[src/rtl/spi_cfg_pkg.sv]
// Shared constants, state encoding and frame helper for the SPI configuration sequencer.
// The peripheral only accepts frames of exactly FRAME_W bits with the write bit set.
package spi_cfg_pkg;

  localparam int FRAME_W = 16;
  localparam logic WRITE_BIT = 1'b1;

  localparam logic [6:0] ADDR_EN_OUT_LO = 7'h00;
  localparam logic [6:0] ADDR_EN_OUT_HI = 7'h01;
  localparam logic [6:0] ADDR_EN_PWM_LO = 7'h02;
  localparam logic [6:0] ADDR_EN_PWM_HI = 7'h03;
  localparam logic [6:0] ADDR_PWM_DUTY  = 7'h04;
  localparam logic [6:0] ADDR_MAX       = 7'h04;

  typedef logic [2:0] state_t;
  localparam state_t ST_IDLE  = 3'd0;
  localparam state_t ST_SETUP = 3'd1;
  localparam state_t ST_HIGH  = 3'd2;
  localparam state_t ST_LOW   = 3'd3;
  localparam state_t ST_GAP   = 3'd4;

  function automatic logic [FRAME_W-1:0] make_frame(input logic [6:0] addr,
                                                    input logic [7:0] data);
    return {WRITE_BIT, addr, data};
  endfunction

endpackage

[src/rtl/sync_fifo.sv]
// Single-clock request FIFO with wrap-bit pointers; a push into a full FIFO is
// refused even when a pop happens in the same cycle.
module sync_fifo #(
  parameter int WIDTH = 15,
  parameter int DEPTH = 4
) (
  input  logic             clk,
  input  logic             rst_n,
  input  logic             push,
  input  logic             pop,
  input  logic [WIDTH-1:0] din,
  output logic [WIDTH-1:0] dout,
  output logic             full,
  output logic             empty
);

  localparam int AW = $clog2(DEPTH);

  logic [AW:0]      wr_ptr;
  logic [AW:0]      rd_ptr;
  logic [WIDTH-1:0] mem [DEPTH];
  logic             do_push;
  logic             do_pop;

  assign full    = (wr_ptr[AW] != rd_ptr[AW]) && (wr_ptr[AW-1:0] == rd_ptr[AW-1:0]);
  assign empty   = (wr_ptr == rd_ptr);
  assign do_push = push && !full;
  assign do_pop  = pop && !empty;
  assign dout    = mem[rd_ptr[AW-1:0]];

  always_ff @(posedge clk or negedge rst_n) begin
    if (!rst_n) begin
      wr_ptr <= '0;
      rd_ptr <= '0;
    end else begin
      if (do_push) wr_ptr <= wr_ptr + (AW+1)'(1);
      if (do_pop)  rd_ptr <= rd_ptr + (AW+1)'(1);
    end
  end

  // Storage needs no reset: the pointers alone define which entries are live.
  always_ff @(posedge clk) begin
    if (do_push) mem[wr_ptr[AW-1:0]] <= din;
  end

endmodule

[src/rtl/spi_cfg_sequencer.sv]
// Queues register-write requests and serialises each as a 16-bit SPI mode-0
// write frame; requests addressing beyond ADDR_MAX are dropped with err_drop.
module spi_cfg_sequencer
  import spi_cfg_pkg::*;
#(
  parameter int CLK_DIV    = 4,
  parameter int CS_GAP     = 8,
  parameter int FIFO_DEPTH = 4
) (
  input  logic       clk,
  input  logic       rst_n,
  input  logic       req_valid,
  output logic       req_ready,
  input  logic [6:0] req_addr,
  input  logic [7:0] req_data,
  output logic       SCLK,
  output logic       COPI,
  output logic       nCS,
  output logic       busy,
  output logic       frame_done,
  output logic       err_drop
);

  localparam logic [7:0] DIV_LOAD = 8'(CLK_DIV - 1);
  localparam logic [7:0] GAP_LOAD = 8'(CS_GAP - 1);

  logic [14:0]        fifo_dout;
  logic               fifo_full;
  logic               fifo_empty;
  logic               fifo_pop;
  logic [6:0]         head_addr;
  logic [7:0]         head_data;
  state_t             state;
  logic [7:0]         div_cnt;
  logic [4:0]         bit_cnt;
  logic [FRAME_W-1:0] shreg;

  sync_fifo #(
    .WIDTH (15),
    .DEPTH (FIFO_DEPTH)
  ) u_fifo (
    .clk   (clk),
    .rst_n (rst_n),
    .push  (req_valid),
    .pop   (fifo_pop),
    .din   ({req_addr, req_data}),
    .dout  (fifo_dout),
    .full  (fifo_full),
    .empty (fifo_empty)
  );

  assign req_ready = !fifo_full;
  assign head_addr = fifo_dout[14:8];
  assign head_data = fifo_dout[7:0];
  assign fifo_pop  = (state == ST_IDLE) && !fifo_empty;
  assign busy      = !fifo_empty || (state != ST_IDLE);

  // COPI only moves on the falling SCLK edge, so it is stable for the whole
  // high phase that surrounds each rising edge the peripheral samples on.
  always_ff @(posedge clk or negedge rst_n) begin
    if (!rst_n) begin
      state      <= ST_IDLE;
      div_cnt    <= '0;
      bit_cnt    <= '0;
      shreg      <= '0;
      SCLK       <= 1'b0;
      COPI       <= 1'b0;
      nCS        <= 1'b1;
      frame_done <= 1'b0;
      err_drop   <= 1'b0;
    end else begin
      frame_done <= 1'b0;
      err_drop   <= 1'b0;
      case (state)
        ST_IDLE: begin
          if (!fifo_empty) begin
            if (head_addr > ADDR_MAX) begin
              err_drop <= 1'b1;
            end else begin
              shreg   <= make_frame(head_addr, head_data);
              COPI    <= WRITE_BIT;
              nCS     <= 1'b0;
              bit_cnt <= '0;
              div_cnt <= DIV_LOAD;
              state   <= ST_SETUP;
            end
          end
        end
        ST_SETUP: begin
          if (div_cnt == 8'd0) begin
            SCLK    <= 1'b1;
            div_cnt <= DIV_LOAD;
            state   <= ST_HIGH;
          end else begin
            div_cnt <= div_cnt - 8'd1;
          end
        end
        ST_HIGH: begin
          if (div_cnt == 8'd0) begin
            SCLK    <= 1'b0;
            COPI    <= shreg[FRAME_W-2];
            shreg   <= {shreg[FRAME_W-2:0], 1'b0};
            bit_cnt <= bit_cnt + 5'd1;
            div_cnt <= DIV_LOAD;
            state   <= ST_LOW;
          end else begin
            div_cnt <= div_cnt - 8'd1;
          end
        end
        ST_LOW: begin
          if (div_cnt == 8'd0) begin
            if (bit_cnt == 5'(FRAME_W)) begin
              nCS        <= 1'b1;
              frame_done <= 1'b1;
              div_cnt    <= GAP_LOAD;
              state      <= ST_GAP;
            end else begin
              SCLK    <= 1'b1;
              div_cnt <= DIV_LOAD;
              state   <= ST_HIGH;
            end
          end else begin
            div_cnt <= div_cnt - 8'd1;
          end
        end
        ST_GAP: begin
          if (div_cnt == 8'd0) state <= ST_IDLE;
          else                 div_cnt <= div_cnt - 8'd1;
        end
        default: state <= ST_IDLE;
      endcase
    end
  end

endmodule

[config.mk]
export PLATFORM = sky130hd
export DESIGN_NAME = spi_cfg_sequencer
export DESIGN_NICKNAME = d
export VERILOG_FILES = /design/src/rtl/spi_cfg_pkg.sv /design/src/rtl/sync_fifo.sv /design/src/rtl/spi_cfg_sequencer.sv
export SDC_FILE = /design/constraint.sdc
export NUM_CORES = 1
export LEC_CHECK = 0
export CORE_MARGIN = 2
export CORE_UTILIZATION = 45
export CTS_CLUSTER_DIAMETER = 120
export CTS_CLUSTER_SIZE = 14
export DETAILED_ROUTE_END_ITERATION = 8
export SETUP_SLACK_MARGIN = 0.5
export SYNTH_ARGS = -nofsm -noshare
export SYNTH_HDL_FRONTEND = slang
export SYNTH_SLANG_ARGS = --single-unit
[constraint.sdc]
create_clock -name clk -period 2.55 [get_ports clk]
set_input_delay 0.51 -clock clk [delete_from_list [all_inputs] [get_ports clk]]
set_output_delay 0.51 -clock clk [all_outputs]
set_load 0.005 [all_outputs]
==> results.txt <==
H-Tree Depth -> 3
Final hold viol count -> 0
Fin Hold WS -> 45.22 ps
Synth Net Count -> 330
Vias per std cell -> 5.542
CTS tree -> done
Placeable Area -> 0.009684 mm²
GR peak layer -> met2
Async set-reset flop share out of synthesis -> 41.18%
Post-synth top flop -> edfxtp_1
Comb pwr share -> 37.2%
Die W -> 103.4 µm
Sequential share of power -> 45.5%
#FFs+latches synth -> 102
Final slew viol count -> 0
Clock share of power -> 17.3%
CP required -> 2820 ps
Final setup vio count -> 0
Static leakage -> 0.001891 µW
Synthesis Warnings -> 0
Cts bufs inserted -> 9
Number of global-route vias before repair -> 2,711
M3 GR Usage -> 5.645%
CP arrival -> 2390 ps
Die area -> 0.01069 mm²
Antenna Nets Post-Route -> 0
Share of the synthesized area in the top cell type -> 40.54%
Placed Area -> 0.004890 mm²
M2 GR Usage -> 28.73%
Dpl hpwl -> 5539 µm
Final Instance Area -> 0.005259 mm²
Ant. Diodes -> 0
I/O Pins -> 25
Crit path kind -> register to register
Synth area leader -> edfxtp_1
# rows -> 36
Critical path launch point type -> register
Net Sw Power -> 1878 µW
Sw Share -> 34.19%
Outcome -> completed
# fillers -> 815
Clock transition at path regs -> 100 ps
Clock sinks -> 102
Min Tclk post-route -> 2117 ps
Nets -> 381
Avg Cell Area, Syn -> 14.62 µm²
Power Density -> 1045 mW/mm²
Post-Syn Area -> 0.004444 mm²
Max-slew headroom -> 65.77%
Chip height -> 103.4 µm
Vias -> 2,732
Initial DRC Count -> 130
Port-buffer cells -> 24
GR Overflow Total -> 0
Post-synth EDFFs -> 60
Hold-fix buffers at CTS -> 0
Routing usage on met1 -> 22.95%
Clock root cell -> clkbuf_8
Final setup TNS -> 0 ps
Setup WS pre-CTS -> 286.4 ps
Worst-path fanout max -> 16
Crit path capture type -> register
Register area -> 0.002860 mm²
Gr usage total -> 17.79%
Post-route clock period utilization -> 83.01%
Ratio of cells with drive above 1 in the final layout -> 28.06%
Initial Utilization -> 45.89%
Largest net degree at the start of global routing -> 29
Worst slew pin tran -> 510.7 ps
Final worst setup slack -> 433.3 ps
RSZ-0062 raised after global routing -> true
Router iterations before antenna repair -> 4
Worst clock skew -> 8.661 ps
Synth area leaders -> edfxtp_1 41%, dfrtp_1 23%, mux4_2 5.6%, ha_1 2.3%, o221a_1 2.0%
Routed Wire Length -> 8668 µm
Register area share after synthesis -> 64.22%
WL/cell -> 17.58 µm
Max Clock Freq -> 472.4 MHz
First-pass GRT wire length -> 13,930 µm
Non-filler cells, final -> 493
Gate Count Post-Synth -> 304
Cell Int Power -> 3615 µW
Final RePlAce weighted congestion -> 0.7713
Distinct cell type count after synthesis -> 62
P&R area growth vs syn -> 18.33%
Placed Cells -> 464
Antenna violations before repair -> 0
Max Cap Viol -> 0
Hold WC Path Type -> input pin to asynchronous set/reset pin
# DRC -> 0
Skew-Pair Late Insertion Delay -> 370 ps
Multi-input logic area -> 0.001549 mm²
Clk buf depth -> 2
Worst vdd ir -> 0.4605 mV
flip-flops by register name, summed over array words and instances (netlist names):
| signal | cells |
|---|---|
| bit_cnt | 5 |
| shreg | 15 |
| div_cnt | 8 |
| u_fifo.rd_ptr | 3 |
| COPI | 1 |
| frame_done | 1 |
| state | 3 |
| u_fifo.mem | 60 |
| u_fifo.wr_ptr | 3 |
| nCS | 1 |
| SCLK | 1 |
| err_drop | 1 |
per-layer routing:
layer	wire length, µm	up-vias
li1	-	1273
met4	147	0
met5	0	-
met3	281	14
met2	4253	55
met1	3986	1390
cells in the mapped netlist (6+ instances only):
master and instances:
nor2_1 12, edfxtp_1 60, and3_1 8, a21oi_1 7, dfrtp_1 41, or2_2 8
inv_1 10, nand3_1 8, nor3_1 6, o221a_2 6, ha_1 8, o221a_1 8
nand2_1 14, clkbuf_1 7, mux4_2 11, o21ai_0 10
path summary, 6_finish.rpt:
| path | startpoint | end | slack [ps] | cells after the start |
|---|---|---|---|---|
| min in group clk | u_fifo.wr_ptr[2] | u_fifo.wr_ptr[2] | 490 | 1 |
| setup / recovery | u_fifo.rd_ptr[0] | shreg[6] | 430 | 7 |
| hold reg to reg | u_fifo.wr_ptr[2] | u_fifo.wr_ptr[2] | 490 | 1 |
| hold / removal | rst_n | div_cnt[0] | 50 | 1 |
| max in group asynchronous | rst_n | nCS | 1770 | 2 |
| setup reg to reg | u_fifo.rd_ptr[0] | shreg[6] | 430 | 7 |
area by class of cell:
type,instances,area share [%]
Inverter,11,0.7852
Clock inverter,7,1.094
Timing Repair Buffer,53,8.756
Sequential cell,102,54.39
Tap cell,133,3.164
Multi-Input combinational cell,178,29.46
Clock buffer,9,2.355
logic make-up after synthesis:
family | count (synthesis) | share of synthesized area [%]
xor+xnor | 9 | 1.774
compound gates | 59 | 11.18
flops | 102 | 64.22
fa+ha+maj | 10 | 2.703
simple gates | 84 | 10.84
buf+inv | 26 | 2.984
mux | 14 | 6.306
stage by stage:
stage / utilization, % / total power, µW
after floorplan: - / 3747
after global placement: 50.49 / 4280
after detailed placement: 50.49 / 4329
after CTS: 54.04 / 5509
after global routing: 54.30 / 5847
final: 54.30 / 5493
critical path: stages, from the launching register on:
cell and delay [ps]:
dfrtp_2 420, buf_4 140, mux4_2 510, o21a_1 230
a31oi_4 170, buf_12 160, nand2_8 100, o221a_2 290
timing repair:
| item | 4_1_cts | 5_1_grt |
|---|---|---|
| cloned | 2 | 0 |
| setup endpoints to repair | 32 | 35 |
| gates resized for setup | 17 | 7 |
| pin swaps | 6 | 5 |
| buffers inserted | 10 | 1 |
cell usage in the layout (no fill, tap or decap), drive strengths merged, types with 10 or more instances in the layout:
cell type,instances
buf,30
clkbuf,10
clkdlybuf4s50,21
dfrtp,41
edfxtp,60
inv,13
mux4,11
nand2,15
nor2,12
o21ai,10
o221a,14
or2,10
power by group through the flow:
stage	Combinational (µW)	Sequential, µW	Clock, µW
after floorplan	1320	2420	0
after global placement	1710	2570	0
after detailed placement	1760	2570	0
after CTS	2030	2490	990
after global routing	2250	2550	1050
final	2040	2500	952
(Power assumes the default switching activity.)
